**src/rtl/spi_master_ctrl_pkg.sv**
```systemverilog
// Shared types and constants for the host-side SPI master controller.
// Imported by the interface, the shifter and the top-level controller.
package spi_master_ctrl_pkg;

  localparam int MEM_WIDTH = 8;

  typedef enum logic [1:0] {
    WR_ADDR = 2'b00,
    WR_DATA = 2'b01,
    RD_ADDR = 2'b10,
    RD_DATA = 2'b11
  } spi_opcode_e;

  typedef enum logic [2:0] {
    M_IDLE    = 3'd0,
    M_START   = 3'd1,
    M_SHIFT   = 3'd2,
    M_TURN    = 3'd3,
    M_CAPTURE = 3'd4,
    M_GAP     = 3'd5
  } spi_mst_state_e;

  // Phase counters cover the longest phase: the command word or a 15-cycle turnaround/gap.
  function automatic int cnt_width(input int mem_width);
    int span;
    span = ((mem_width + 2) > 15) ? (mem_width + 2) : 15;
    return $clog2(span);
  endfunction

endpackage

```
**src/rtl/spi_master_ctrl_if.sv**
```systemverilog
// Command/response handshake plus SPI pins of the master controller.
// The master modport is the controller; the slave modport is the host/slave side.
interface spi_master_ctrl_if #(
  parameter int MEM_WIDTH = spi_master_ctrl_pkg::MEM_WIDTH
) ();

  import spi_master_ctrl_pkg::*;

  logic                 cmd_valid;
  logic                 cmd_ready;
  logic [MEM_WIDTH+1:0] cmd_data;
  logic                 rd_valid;
  logic [MEM_WIDTH-1:0] rd_data;
  logic                 rd_order_err;
  logic                 busy;
  logic                 SS_n;
  logic                 MOSI;
  logic                 MISO;

  modport master (
    input  cmd_valid,
    input  cmd_data,
    input  MISO,
    output cmd_ready,
    output rd_valid,
    output rd_data,
    output rd_order_err,
    output busy,
    output SS_n,
    output MOSI
  );

  modport slave (
    output cmd_valid,
    output cmd_data,
    output MISO,
    input  cmd_ready,
    input  rd_valid,
    input  rd_data,
    input  rd_order_err,
    input  busy,
    input  SS_n,
    input  MOSI
  );

endinterface

```
**src/rtl/spi_master_ctrl_shifter.sv**
```systemverilog
// MOSI parallel-in/serial-out register and MISO serial-in/parallel-out register.
// MOSI is registered and forced low whenever the FSM is not shifting.
module spi_master_ctrl_shifter #(
  parameter int MEM_WIDTH = spi_master_ctrl_pkg::MEM_WIDTH
) (
  input  logic                 clk,
  input  logic                 rst_n,
  input  logic                 i_load,
  input  logic [MEM_WIDTH+1:0] i_load_data,
  input  logic                 i_tx_en,
  input  logic                 i_rx_en,
  input  logic                 i_miso,
  output logic                 o_mosi,
  output logic [MEM_WIDTH-1:0] o_rx_nxt
);

  import spi_master_ctrl_pkg::*;

  logic [MEM_WIDTH+1:0] r_tx;
  logic                 r_mosi;
  logic [MEM_WIDTH-1:0] r_rx;
  logic [MEM_WIDTH-1:0] w_rx_nxt;

  assign w_rx_nxt = {r_rx[MEM_WIDTH-2:0], i_miso};
  assign o_rx_nxt = w_rx_nxt;
  assign o_mosi   = r_mosi;

  always_ff @(posedge clk or negedge rst_n) begin
    if (!rst_n) begin
      r_tx   <= {(MEM_WIDTH+2){1'b0}};
      r_mosi <= 1'b0;
    end else if (i_load) begin
      r_tx   <= i_load_data;
      r_mosi <= 1'b0;
    end else if (i_tx_en) begin
      r_mosi <= r_tx[MEM_WIDTH+1];
      r_tx   <= {r_tx[MEM_WIDTH:0], 1'b0};
    end else begin
      r_tx   <= r_tx;
      r_mosi <= 1'b0;
    end
  end

  always_ff @(posedge clk or negedge rst_n) begin
    if (!rst_n) begin
      r_rx <= {MEM_WIDTH{1'b0}};
    end else if (i_rx_en) begin
      r_rx <= w_rx_nxt;
    end else begin
      r_rx <= r_rx;
    end
  end

endmodule

```
**src/rtl/spi_master_ctrl.sv**
```systemverilog
// Host-side SPI master: serializes opcode+payload command words MSB-first and,
// for RD_DATA frames, captures the slave's MISO byte after a turnaround window.
module spi_master_ctrl #(
  parameter int MEM_WIDTH  = spi_master_ctrl_pkg::MEM_WIDTH,
  parameter int TURNAROUND = 2,
  parameter int GAP        = 1
) (
  input  logic              clk,
  input  logic              rst_n,
  spi_master_ctrl_if.master bus
);

  import spi_master_ctrl_pkg::*;

  localparam int            CW         = cnt_width(MEM_WIDTH);
  localparam logic [CW-1:0] SHIFT_LAST = CW'(MEM_WIDTH + 1);
  localparam logic [CW-1:0] TURN_LAST  = CW'(TURNAROUND - 1);
  localparam logic [CW-1:0] CAP_LAST   = CW'(MEM_WIDTH - 1);
  localparam logic [CW-1:0] GAP_LAST   = CW'(GAP - 1);
  localparam logic [CW-1:0] CNT_ONE    = CW'(1);

  spi_mst_state_e       r_state;
  spi_mst_state_e       w_state_nxt;
  logic [CW-1:0]        r_cnt;
  spi_opcode_e          r_opcode;
  spi_opcode_e          w_cmd_op;
  logic                 r_rd_addr_pending;
  logic                 r_cmd_ready;
  logic                 r_busy;
  logic                 r_ss_n;
  logic                 r_rd_valid;
  logic                 r_rd_order_err;
  logic [MEM_WIDTH-1:0] r_rd_data;
  logic [MEM_WIDTH-1:0] w_rx_nxt;
  logic                 w_accept;
  logic                 w_ss_n_nxt;
  logic                 w_busy_nxt;
  logic                 w_cmd_ready_nxt;
  logic                 w_tx_en;
  logic                 w_rx_en;
  logic                 w_cap_done;
  logic                 w_mosi;

  assign w_cmd_op = spi_opcode_e'(bus.cmd_data[MEM_WIDTH+1:MEM_WIDTH]);
  assign w_accept = r_cmd_ready && bus.cmd_valid && (r_state == M_IDLE);

  // Phase counter restarts on every state entry, so no phase ever wraps.
  always_ff @(posedge clk or negedge rst_n) begin
    if (!rst_n) begin
      r_state  <= M_IDLE;
      r_cnt    <= {CW{1'b0}};
      r_opcode <= WR_ADDR;
    end else begin
      r_state <= w_state_nxt;
      if ((w_state_nxt != r_state) || (r_state == M_IDLE)) begin
        r_cnt <= {CW{1'b0}};
      end else begin
        r_cnt <= r_cnt + CNT_ONE;
      end
      if (w_accept) begin
        r_opcode <= w_cmd_op;
      end else begin
        r_opcode <= r_opcode;
      end
    end
  end

  always_comb begin
    w_state_nxt = r_state;
    case (r_state)
      M_IDLE: begin
        if (w_accept) w_state_nxt = M_START;
        else          w_state_nxt = M_IDLE;
      end
      M_START: w_state_nxt = M_SHIFT;
      M_SHIFT: begin
        if (r_cnt == SHIFT_LAST) w_state_nxt = (r_opcode == RD_DATA) ? M_TURN : M_GAP;
        else                     w_state_nxt = M_SHIFT;
      end
      M_TURN: begin
        if (r_cnt == TURN_LAST) w_state_nxt = M_CAPTURE;
        else                    w_state_nxt = M_TURN;
      end
      M_CAPTURE: begin
        if (r_cnt == CAP_LAST) w_state_nxt = M_GAP;
        else                   w_state_nxt = M_CAPTURE;
      end
      M_GAP: begin
        if (r_cnt == GAP_LAST) w_state_nxt = M_IDLE;
        else                   w_state_nxt = M_GAP;
      end
      default: w_state_nxt = M_IDLE;
    endcase
  end

  // Outputs are decoded from the next state so the registered pins line up with the state.
  always_comb begin
    w_ss_n_nxt = 1'b1;
    case (w_state_nxt)
      M_START, M_SHIFT, M_TURN, M_CAPTURE: w_ss_n_nxt = 1'b0;
      default:                             w_ss_n_nxt = 1'b1;
    endcase
    w_busy_nxt      = (w_state_nxt != M_IDLE);
    w_cmd_ready_nxt = (w_state_nxt == M_IDLE);
    w_tx_en         = (w_state_nxt == M_SHIFT);
    w_rx_en         = (r_state == M_CAPTURE);
    w_cap_done      = (r_state == M_CAPTURE) && (r_cnt == CAP_LAST);
  end

  always_ff @(posedge clk or negedge rst_n) begin
    if (!rst_n) begin
      r_ss_n      <= 1'b1;
      r_busy      <= 1'b0;
      r_cmd_ready <= 1'b0;
      r_rd_valid  <= 1'b0;
      r_rd_data   <= {MEM_WIDTH{1'b0}};
    end else begin
      r_ss_n      <= w_ss_n_nxt;
      r_busy      <= w_busy_nxt;
      r_cmd_ready <= w_cmd_ready_nxt;
      r_rd_valid  <= w_cap_done;
      if (w_cap_done) begin
        r_rd_data <= w_rx_nxt;
      end else begin
        r_rd_data <= r_rd_data;
      end
    end
  end

  // RD_DATA without an outstanding RD_ADDR is flagged but still executed.
  always_ff @(posedge clk or negedge rst_n) begin
    if (!rst_n) begin
      r_rd_addr_pending <= 1'b0;
      r_rd_order_err    <= 1'b0;
    end else begin
      r_rd_order_err <= w_accept && (w_cmd_op == RD_DATA) && !r_rd_addr_pending;
      if (w_accept && (w_cmd_op == RD_ADDR)) begin
        r_rd_addr_pending <= 1'b1;
      end else if (w_accept && (w_cmd_op == RD_DATA)) begin
        r_rd_addr_pending <= 1'b0;
      end else begin
        r_rd_addr_pending <= r_rd_addr_pending;
      end
    end
  end

  spi_master_ctrl_shifter #(
    .MEM_WIDTH (MEM_WIDTH)
  ) u_shifter (
    .clk         (clk),
    .rst_n       (rst_n),
    .i_load      (w_accept),
    .i_load_data (bus.cmd_data),
    .i_tx_en     (w_tx_en),
    .i_rx_en     (w_rx_en),
    .i_miso      (bus.MISO),
    .o_mosi      (w_mosi),
    .o_rx_nxt    (w_rx_nxt)
  );

  assign bus.cmd_ready    = r_cmd_ready;
  assign bus.busy         = r_busy;
  assign bus.SS_n         = r_ss_n;
  assign bus.MOSI         = w_mosi;
  assign bus.rd_valid     = r_rd_valid;
  assign bus.rd_data      = r_rd_data;
  assign bus.rd_order_err = r_rd_order_err;

endmodule
```
**src/flat_wrapper.sv**
```systemverilog
// flat-port wrapper written by rule: the top's interface ports become plain ports
module spi_master_ctrl_flat import spi_master_ctrl_pkg::*;
#(
  parameter int MEM_WIDTH  = spi_master_ctrl_pkg::MEM_WIDTH,
  parameter int TURNAROUND = 2,
  parameter int GAP        = 1
)
  (clk, rst_n, bus_cmd_valid, bus_cmd_data, bus_MISO, bus_cmd_ready, bus_rd_valid, bus_rd_data, bus_rd_order_err, bus_busy, bus_SS_n, bus_MOSI);
  spi_master_ctrl_if #(.MEM_WIDTH(MEM_WIDTH)) bus_i ();
  input  logic clk;
  input  logic rst_n;
  input wire logic [$bits(bus_i.cmd_valid)-1:0] bus_cmd_valid;
  input wire logic [$bits(bus_i.cmd_data)-1:0] bus_cmd_data;
  input wire logic [$bits(bus_i.MISO)-1:0] bus_MISO;
  output wire logic [$bits(bus_i.cmd_ready)-1:0] bus_cmd_ready;
  output wire logic [$bits(bus_i.rd_valid)-1:0] bus_rd_valid;
  output wire logic [$bits(bus_i.rd_data)-1:0] bus_rd_data;
  output wire logic [$bits(bus_i.rd_order_err)-1:0] bus_rd_order_err;
  output wire logic [$bits(bus_i.busy)-1:0] bus_busy;
  output wire logic [$bits(bus_i.SS_n)-1:0] bus_SS_n;
  output wire logic [$bits(bus_i.MOSI)-1:0] bus_MOSI;
  assign bus_i.cmd_valid = bus_cmd_valid;
  assign bus_i.cmd_data = bus_cmd_data;
  assign bus_i.MISO = bus_MISO;
  assign bus_cmd_ready = bus_i.cmd_ready;
  assign bus_rd_valid = bus_i.rd_valid;
  assign bus_rd_data = bus_i.rd_data;
  assign bus_rd_order_err = bus_i.rd_order_err;
  assign bus_busy = bus_i.busy;
  assign bus_SS_n = bus_i.SS_n;
  assign bus_MOSI = bus_i.MOSI;
  spi_master_ctrl #(.MEM_WIDTH(MEM_WIDTH), .TURNAROUND(TURNAROUND), .GAP(GAP)) u_core (.clk(clk), .rst_n(rst_n), .bus(bus_i));
endmodule
```
**config.mk**
```make
export PLATFORM = sky130hd
export DESIGN_NAME = spi_master_ctrl_flat
export DESIGN_NICKNAME = d
export VERILOG_FILES = /design/src/rtl/spi_master_ctrl_pkg.sv /design/src/rtl/spi_master_ctrl_if.sv /design/src/rtl/spi_master_ctrl_shifter.sv /design/src/rtl/spi_master_ctrl.sv /design/src/flat_wrapper.sv
export SDC_FILE = /design/constraint.sdc
export NUM_CORES = 1
export LEC_CHECK = 0
export CORE_MARGIN = 2
export CORE_UTILIZATION = 47
export DETAILED_ROUTE_END_ITERATION = 16
export PLACE_DENSITY = 0.86
export SLEW_MARGIN = 20
export SYNTH_ARGS = -nofsm -noshare
export SYNTH_HDL_FRONTEND = slang
export SYNTH_SLANG_ARGS = --single-unit
export TNS_END_PERCENT = 100
```
**constraint.sdc**
```tcl
create_clock -name clk -period 1.6 [get_ports clk]
set_input_delay 0.24 -clock clk [delete_from_list [all_inputs] [get_ports clk]]
set_output_delay 0.24 -clock clk [all_outputs]
set_load 0.01 [all_outputs]
```
==> results of run 1 <==
==> metrics by stage <==
stage | setup slack (ns) | TNS [ns]
finish | -0.1272 | -0.5631
global route | -0.2406 | -3.178
global placement | -0.06856 | -0.3771
detailed placement | -0.2098 | -0.9447
floorplan | -0.01611 | -0.01611
CTS | -0.1073 | -0.2145
==> cell type report <==
class / count / area, um2
fill: 284 / 1174
sequential: 41 / 1027
multi-input combinational: 119 / 812.0
timing repair buffer: 51 / 478.0
clock buffer: 5 / 68.82
tap: 48 / 60.06
clock inverter: 3 / 46.29
inverter: 4 / 22.52
==> where the power goes <==
part / internal [mW] / leakage, nW / switching (mW)
Combinational: 1.03 / 0.641 / 0.879
Clock: 0.467 / 0.0543 / 0.366
Sequential: 1.36 / 0.526 / 0.199
Total: 2.85 / 1.22 / 1.44
==> state kept, by name, indices dropped and copies added (netlist names), 2 cells and up <==
name and cells:
u_core.u_shifter.r_tx 10, u_core.u_shifter.r_rx 7, u_core.bus.rd_data 8, u_core.r_opcode 2
u_core.r_state 3, u_core.r_cnt 4
==> synth_stat cells (2+ instances only) <==
library cell,instances
sky130_fd_sc_hd__dfrtp_1,40
sky130_fd_sc_hd__nand2_1,38
sky130_fd_sc_hd__nor2_1,18
sky130_fd_sc_hd__a21oi_1,11
sky130_fd_sc_hd__mux2i_1,9
sky130_fd_sc_hd__mux2_2,7
sky130_fd_sc_hd__nor3b_1,6
sky130_fd_sc_hd__nand3_1,4
sky130_fd_sc_hd__o21ai_0,4
sky130_fd_sc_hd__buf_2,3
sky130_fd_sc_hd__ha_1,3
sky130_fd_sc_hd__inv_1,3
sky130_fd_sc_hd__clkbuf_1,2
sky130_fd_sc_hd__nand2b_1,2
sky130_fd_sc_hd__xnor2_1,2
==> kinds of logic (layout without fill, tap and decap cells) <==
family          count (synthesis)  after routing
simple gates                   79             79
flops                          41             41
compound gates                 18             18
mux                            16             16
buf+inv                        10             63
fa+ha+maj                       3              3
xor+xnor                        3              3
==> timing repair <==
action                     4_1_cts  5_1_grt
resized for setup               10       14
buffers inserted                 2        3
hold buffers                     1        0
hold endpoints to repair        19        0
pin swaps                        1        3
setup endpoints to repair       22       29
cloned                           0        0
==> worst reg2reg max path: stages (launching register included) <==
cell and delay [ns]:
sky130_fd_sc_hd__dfrtp_1 0.43, sky130_fd_sc_hd__inv_1 0.08, sky130_fd_sc_hd__ha_2 0.17, sky130_fd_sc_hd__nor3b_4 0.21, sky130_fd_sc_hd__nor3b_2 0.09, sky130_fd_sc_hd__nor4b_4 0.29
sky130_fd_sc_hd__o21ai_2 0.12, sky130_fd_sc_hd__or2_1 0.23
==> routing by layer <==
layer / part of all wire / routed length [um]
met4: 0.0096 / 34
met1: 0.42 / 1487
met3: 0.055 / 194
met5: 0 / 0
met2: 0.51 / 1815
==> how the worst max path moves through the flow <==
stage	slack, ns	to	depth (start not counted)	startpoint
2_1_floorplan	-0.02	u_core.bus.busy$_DFF_PN0_	8	u_core.r_cnt[0]$_DFF_PN0_
3_3_place_gp	-0.07	u_core.bus.busy$_DFF_PN0_	7	u_core.r_cnt[0]$_DFF_PN0_
3_5_place_dp	-0.21	u_core.bus.busy$_DFF_PN0_	7	u_core.r_cnt[1]$_DFF_PN0_
4_1_cts	-0.11	u_core.bus.busy$_DFF_PN0_	7	u_core.r_cnt[0]$_DFF_PN0_
5_1_grt	-0.24	u_core.bus.busy$_DFF_PN0_	7	u_core.r_cnt[0]$_DFF_PN0_
6_report	-0.13	u_core.bus.busy$_DFF_PN0_	7	u_core.r_cnt[0]$_DFF_PN0_
==> qor.json, run 1 <==
{
  "status": {
    "run_status": "finished, violations left",
    "violations_in_the_final_reports": "negative setup slack"
  },
  "cells_and_area": {
    "fin_util": 0.6818,
    "drive_gt1_frac": 0.2691,
    "antennaDiodeCount": 0,
    "areaGrowthSynthToFinish_pct": 38.72,
    "nets": 239,
    "fin_area_mm2": 0.002515,
    "final_cell_mix": "40 x sky130_fd_sc_hd__dfrtp_1, 37 x sky130_fd_sc_hd__nand2_1, 25 x sky130_fd_sc_hd__clkdlybuf4s50_1, 19 x sky130_fd_sc_hd__buf_4, 16 x sky130_fd_sc_hd__nor2_1",
    "layout_commonest_cell": "sky130_fd_sc_hd__dfrtp_1",
    "layout.cells.non_filler": 271
  },
  "logic_synthesis": {
    "yosysSeqAreaShare": 0.5666,
    "syn_area_per_cell_um2": 10.66,
    "post_synth_mux_area_share": 0.09317,
    "number_of_different_library_cells_in_the_post_synthesis_netlist": 33,
    "asyncSetResetFlopFracSynth": 1.000,
    "yosys_register_bits": 41,
    "synth_top_flop_cell": "sky130_fd_sc_hd__dfrtp_1",
    "largest_family_of_logic_cells_by_synthesized_area": "simple AND/OR/NAND/NOR gates",
    "postSynthCellCount": 170,
    "syn_area_mm2": 0.001813,
    "synth_warnings": 0,
    "post_synth_and_or_nand_nor_area_fraction": 0.2181,
    "number_of_flops_mapped_to_enable_cells_by_yosys": 0,
    "synth_compound_gate_area_share": 0.05590,
    "synth.top_cell.area_share": 0.5521,
    "synth_fa_ha_area_frac": 0.02070,
    "synth_area_leader_cell": "sky130_fd_sc_hd__dfrtp_1",
    "synth-xor-area-share": 0.01449,
    "synthTopCellsByArea": "sky130_fd_sc_hd__dfrtp_1 55%, sky130_fd_sc_hd__nand2_1 7.9%, sky130_fd_sc_hd__mux2i_1 5.0%",
    "syn_nets": 187
  },
  "floorplanning": {
    "core_region_area_mm2": 0.003689,
    "top_level_ports": 28,
    "initial_core_util": 0.4915,
    "die_h_um": 66.11,
    "rows": 22,
    "die_width_um": 66.11,
    "die-area_mm2": 0.004371
  },
  "worst_hold_path": {
    "min-delay-path-class": "input port to asynchronous set/reset pin"
  },
  "clocking": {
    "clock_tree.htree_level_count": 2,
    "cts_made_buffers": 5,
    "worst_skew_pair_latency_ns": 0.30,
    "clockRootBuffer": "sky130_fd_sc_hd__clkbuf_8",
    "cts-root-to-sink-buffers": 2,
    "clk_transition_reported_paths_ns": 0.08,
    "cts_num_sinks": 41,
    "clock_tree_from_tritoncts": "yes"
  },
  "global_route": {
    "most_used_layer_global_route": "met2",
    "met1_usage_grt": 0.2192,
    "grt_pass1_wl_um": 5906,
    "groute.usage.overall": 0.1803,
    "grt_antenna_before_repair": 0,
    "grt_max_degree": 22,
    "first_global_vias": 1361,
    "groute.layer.met2.usage": 0.3075,
    "grt-ovfl-total": 0,
    "grt_util_met3": 0.05963
  },
  "critical_path": {
    "critical_path.reg2reg.endpoint": "u_core.bus.busy$_DFF_PN0_",
    "worstPathCellList": "inv_1 > ha_2 > nor3b_4 > nor3b_2 > nor4b_4 > o21ai_2 > or2_1",
    "arrival_worst_endpoint_ns": 1.91,
    "required_time_at_the_endpoint_of_the_critical_path_ns": 1.79,
    "critPathSlowestCell": "sky130_fd_sc_hd__dfrtp_1",
    "setup.worst_path.class": "register to register",
    "cp_num_buf_inv": 1,
    "slowest_delay_ns": 0.43,
    "timing.reg2reg.worst_path_depth": 7,
    "reg2reg_slack_ns": -0.13,
    "crit_fanout": 5,
    "timing.rr.start": "u_core.r_cnt[0]$_DFF_PN0_",
    "startpoint_type": "register",
    "endpoint_kind": "register",
    "worst_path_dominant_cell_family": "simple AND/OR/NAND/NOR gates"
  },
  "sta": {
    "min_period_ns": 1.727,
    "timing.hold.ws_ns": 0.4414,
    "layout_worst_path_cycle_share": 1.079,
    "max-slew-margin-rel": 0.6726,
    "finalWorstSetupSlack_ns": -0.1272,
    "fmaxAchievable_mhz": 579.0,
    "number_of_endpoints_failing_setup_at_the_final_stage": 21,
    "final_max_slew_viol_count": 0,
    "rsz0062_at_grt": "true",
    "final.setup_skew_ns": 0.006852,
    "hold_viol": 0,
    "transition_at_the_pin_with_the_smallest_max_transition_slack_ns": 0.4911
  },
  "run": {
    "max_cap_violations": 0
  },
  "route": {
    "route.vias.total": 1345,
    "route.detailed.vias_per_inst": 4.963,
    "dr_wl_cell_um": 13.04,
    "drt_iter0_markers": 24,
    "routed_wl_um": 3533,
    "postRouteAntennaNets": 0,
    "drt_first_pass_iters": 3,
    "route.detailed.drc": 0
  },
  "placement": {
    "dpl.cell_count": 257,
    "post-dp-hpwl_um": 2346,
    "finalWeightedCongestion": 0.8820,
    "port_buffers": 27,
    "dpl-instance-area_mm2": 0.002260
  },
  "pwr": {
    "vdd_ir_drop_max_mv": 0.8733,
    "total_leakage_power_nw": 1.222,
    "finalPower_mw": 4.299,
    "power.density_cell_area_mw_per_mm2": 1709
  }
}
Note: power is estimated with default switching activity, not from simulation.
==> inputs of run 2 (changes only) <==
Settings changed: SKIP_CTS_REPAIR_TIMING set to 1, SYNTH_HIERARCHICAL set to 1.
==> qor.json, run 2 <==
{
  "floorplanning": {
    "initial_core_util": {"value": 0.4891, "change": "-0.002375"},
    "die-area": {"value": 0.004350, "unit": "mm2", "change": "-0.47%"},
    "core_region_area": {"value": 0.003689, "unit": "mm2", "change": "unchanged"},
    "top_level_ports": {"value": 28, "change": "unchanged"},
    "die_width": {"value": 65.96, "unit": "um", "change": "-0.23%"},
    "die_h": {"value": 65.96, "unit": "um", "change": "-0.23%"},
    "rows": {"value": 22, "change": "unchanged"}
  },
  "global_route": {
    "grt_max_degree": {"value": 23, "change": "+4.5%"},
    "grt_antenna_before_repair": {"value": 0, "change": "unchanged"},
    "groute.usage.overall": {"value": 0.1790, "change": "-0.001300"},
    "grt_pass1_wl": {"value": 5789, "unit": "um", "change": "-2.0%"},
    "first_global_vias": {"value": 1312, "change": "-3.6%"},
    "grt-ovfl-total": {"value": 0, "change": "unchanged"}
  },
  "clocking": {
    "worst_skew_pair_latency": {"value": 0.29, "unit": "ns", "change": "about the same"},
    "clk_transition_reported_paths": {"value": 0.07, "unit": "ns", "change": "about the same"},
    "clockRootBuffer": "sky130_fd_sc_hd__clkbuf_8",
    "cts-root-to-sink-buffers": {"value": 2, "change": "unchanged"},
    "cts_num_sinks": {"value": 41, "change": "unchanged"},
    "cts_made_buffers": {"value": 5, "change": "unchanged"},
    "clock_tree.htree_level_count": {"value": 2, "change": "unchanged"},
    "clock_tree_from_tritoncts": "yes"
  },
  "cells_and_area": {
    "layout_commonest_cell": "sky130_fd_sc_hd__dfrtp_1",
    "fin_area": {"value": 0.002595, "unit": "mm2", "change": "+3.2%"},
    "nets": {"value": 228, "change": "-4.6%"},
    "areaGrowthSynthToFinish_pct": 43.83,
    "n_fill_cell": {"value": 258, "change": "-9.2%"},
    "antennaDiodeCount": {"value": 0, "change": "unchanged"},
    "final_cell_mix": "39 x sky130_fd_sc_hd__dfrtp_1, 25 x sky130_fd_sc_hd__clkdlybuf4s50_1, 23 x sky130_fd_sc_hd__buf_4, 15 x sky130_fd_sc_hd__nand2_1, 14 x sky130_fd_sc_hd__mux2_2",
    "drive_gt1_frac": {"value": 0.3632, "change": "+0.09415"},
    "layout.cells.non_filler": {"value": 260, "change": "-4.1%"},
    "largest_reg_flops": {"value": 10, "change": "unchanged"},
    "largest_register": "u_core/u_shifter/r_tx"
  },
  "pwr": {
    "power.density_cell_area": {"value": 1682, "unit": "mW/mm2", "change": "-1.6%"},
    "total_leakage_power": {"value": 1.264, "unit": "nW", "change": "+3.4%"},
    "vdd_ir_drop_max": {"value": 1.063, "unit": "mV", "change": "+22%"}
  },
  "placement": {
    "dpl-instance-area": {"value": 0.002306, "unit": "mm2", "change": "+2.0%"},
    "dpl.cell_count": {"value": 245, "change": "-4.7%"},
    "post-dp-hpwl": {"value": 2660, "unit": "um", "change": "+13%"},
    "port_buffers": {"value": 27, "change": "unchanged"},
    "finalWeightedCongestion": {"value": 0.8255, "change": "-6.4%"}
  },
  "sta": {
    "finalWorstSetupSlack": {"value": -0.5595, "unit": "ns", "change": "-0.4323 ns"},
    "hold_viol": {"value": 0, "change": "unchanged"},
    "transition_at_the_pin_with_the_smallest_max_transition_slack": {"value": 0.4520, "unit": "ns", "change": "-0.03910 ns"},
    "rsz0062_at_grt": "true",
    "final_max_slew_viol_count": {"value": 0, "change": "unchanged"},
    "max-slew-margin-rel": {"value": 0.6986, "change": "+0.02607"},
    "timing.hold.ws": {"value": 0.4219, "unit": "ns", "change": "-0.01949 ns"},
    "number_of_endpoints_failing_setup_at_the_final_stage": {"value": 29, "change": "+38%"},
    "final.setup_skew": {"value": 0.005083, "unit": "ns", "change": "-0.001769 ns"},
    "tns": {"value": -7.514, "unit": "ns", "change": "-6.951 ns"},
    "fmaxAchievable": {"value": 463.1, "unit": "MHz", "change": "-20%"},
    "min_period": {"value": 2.159, "unit": "ns", "change": "+0.4323 ns"},
    "layout_worst_path_cycle_share": {"value": 1.350, "change": "+0.2702"}
  },
  "critical_path": {
    "setup.worst_path.class": "register to register",
    "worstPathCellList": "inv_1 > ha_2 > mux2i_1 > o311a_1 > a2111oi_4 > nand2_1 > nor2_4 > clkbuf_16 > mux2i_1 > o21ai_1",
    "slowest_delay": {"value": 0.40, "unit": "ns", "change": "-0.03 ns"},
    "critPathSlowestCell": "sky130_fd_sc_hd__dfrtp_1",
    "startpoint_type": "register",
    "crit_fanout": {"value": 5, "change": "unchanged"},
    "cp_num_buf_inv": {"value": 2, "change": "+1"},
    "required_time_at_the_endpoint_of_the_critical_path": {"value": 1.78, "unit": "ns", "change": "about the same"},
    "arrival_worst_endpoint": {"value": 2.34, "unit": "ns", "change": "+0.43 ns"},
    "endpoint_kind": "register",
    "worst_path_dominant_cell_family": "compound AO/OA/AOI/OAI gates",
    "timing.critical_path.mode_cell": "sky130_fd_sc_hd__mux2i_1"
  },
  "route": {
    "routed_wl": {"value": 3628, "unit": "um", "change": "+2.7%"},
    "drt_iter0_markers": {"value": 56, "change": "+130%"},
    "postRouteAntennaNets": {"value": 0, "change": "unchanged"},
    "route.detailed.vias_per_inst": {"value": 4.908, "change": "-1.1%"},
    "route.detailed.drc": {"value": 0, "change": "unchanged"},
    "dr_wl_cell": {"value": 13.95, "unit": "um", "change": "+7.0%"},
    "drt_first_pass_iters": {"value": 4, "change": "+1"},
    "route.vias.total": {"value": 1276, "change": "-5.1%"}
  },
  "logic_synthesis": {
    "ranking_of_synthesized_cells_by_instance_count": "40 x sky130_fd_sc_hd__dfrtp_1, 18 x sky130_fd_sc_hd__nand2_1, 16 x sky130_fd_sc_hd__mux2_2, 11 x sky130_fd_sc_hd__inv_1, 10 x sky130_fd_sc_hd__mux2i_1",
    "yosysSeqAreaShare": {"value": 0.5693, "change": "+0.002750"},
    "postSynthCellCount": {"value": 152, "change": "-11%"},
    "synth_area_leader_cell": "sky130_fd_sc_hd__dfrtp_1",
    "count_leader_synth": "sky130_fd_sc_hd__dfrtp_1",
    "asyncSetResetFlopFracSynth": {"value": 1.000, "change": "unchanged"},
    "synth_warnings": {"value": 6, "change": "+6"},
    "synth_top_flop_cell": "sky130_fd_sc_hd__dfrtp_1",
    "number_of_flops_mapped_to_enable_cells_by_yosys": {"value": 0, "change": "unchanged"},
    "syn_nets": {"value": 169, "change": "-9.6%"},
    "yosys_register_bits": {"value": 41, "change": "unchanged"},
    "syn_area": {"value": 0.001804, "unit": "mm2", "change": "-0.48%"},
    "number_of_different_library_cells_in_the_post_synthesis_netlist": {"value": 30, "change": "-9.1%"},
    "synthTopCellsByArea": "sky130_fd_sc_hd__dfrtp_1 55%, sky130_fd_sc_hd__mux2_2 10%, sky130_fd_sc_hd__mux2i_1 5.5%",
    "synth.top_cell.area_share": {"value": 0.5548, "change": "+0.002680"},
    "syn_area_per_cell": {"value": 11.87, "unit": "um2", "change": "+11%"}
  },
  "status": {
    "run_status": "finished, violations left",
    "violations_in_the_final_reports": "negative setup slack"
  },
  "worst_hold_path": {
    "min-delay-path-class": "input port to asynchronous set/reset pin"
  },
  "run": {
    "max_cap_violations": {"value": 0, "change": "unchanged"}
  }
}
run 2: kinds of logic after synthesis:
logic type	count (synthesis)	synth area share
AO/OA/AOI/OAI	22	0.08253
XOR/XNOR	4	0.01942
adder cells (fa/ha/maj)	3	0.02081
buffers and inverters	18	0.04923
flip-flops	41	0.5694
multiplexers	26	0.1553
AND/OR/NAND/NOR	38	0.1033
run 2: layer usage:
metal / global-route usage / vias to the layer above / wire length, um
met5: 0 / - / 0
met4: 0.05357 / 0 / 41
met3: 0.04940 / 4 / 175
met2: 0.3460 / 32 / 1979
met1: 0.1857 / 605 / 1431
li1: - / 635 / -
run 2: stage by stage:
| step | util | power (mW) | setup WS [ns] |
|---|---|---|---|
| after floorplan | - | 2.412 | -0.5406 |
| after global placement | 0.6252 | 3.031 | -0.5128 |
| after detailed placement | 0.6252 | 3.135 | -0.6105 |
| after CTS | 0.6567 | 3.989 | -0.6120 |
| after global routing | 0.7035 | 4.640 | -0.6890 |
| final | 0.7035 | 4.365 | -0.5595 |
run 2: power breakdown:
part / leakage [nW] / internal, mW / switching [mW]
Sequential: 0.544 / 1.30 / 0.159
Combinational: 0.662 / 1.17 / 0.889
Clock: 0.0585 / 0.508 / 0.335
run 2: path summary, 6_finish.rpt:
check / start / endpoint / slack, ns / cells past startpoint
max: u_core/r_cnt[0]$_DFF_PN0_ / u_core/u_shifter/r_tx[9]$_DFFE_PN0P_ / -0.56 / 10
min: rst_n / u_core/u_shifter/r_tx[0]$_DFFE_PN0P_ / 0.42 / 2
max reg2reg: u_core/r_cnt[0]$_DFF_PN0_ / u_core/u_shifter/r_tx[9]$_DFFE_PN0P_ / -0.56 / 10
min reg2reg: u_core/r_rd_addr_pending$_DFFE_PN0P_ / u_core/bus.rd_order_err$_DFF_PN0_ / 0.46 / 1
max in group asynchronous: rst_n / u_core/u_shifter/o_mosi$_DFF_PN0_ / 0.71 / 3
min in group clk: u_core/r_rd_addr_pending$_DFFE_PN0P_ / u_core/bus.rd_order_err$_DFF_PN0_ / 0.46 / 1
run 2: layout make-up:
cell class,count,area [um2],area share
clock buffers,7,86.33,0.03327
clock inverters,1,30.03,0.01157
inverters,11,41.29,0.01591
multi-input cells,93,777.0,0.2994
flip-flops and latches,41,1028,0.3963
well taps,48,60.06,0.02314
repair buffers,59,571.8,0.2203
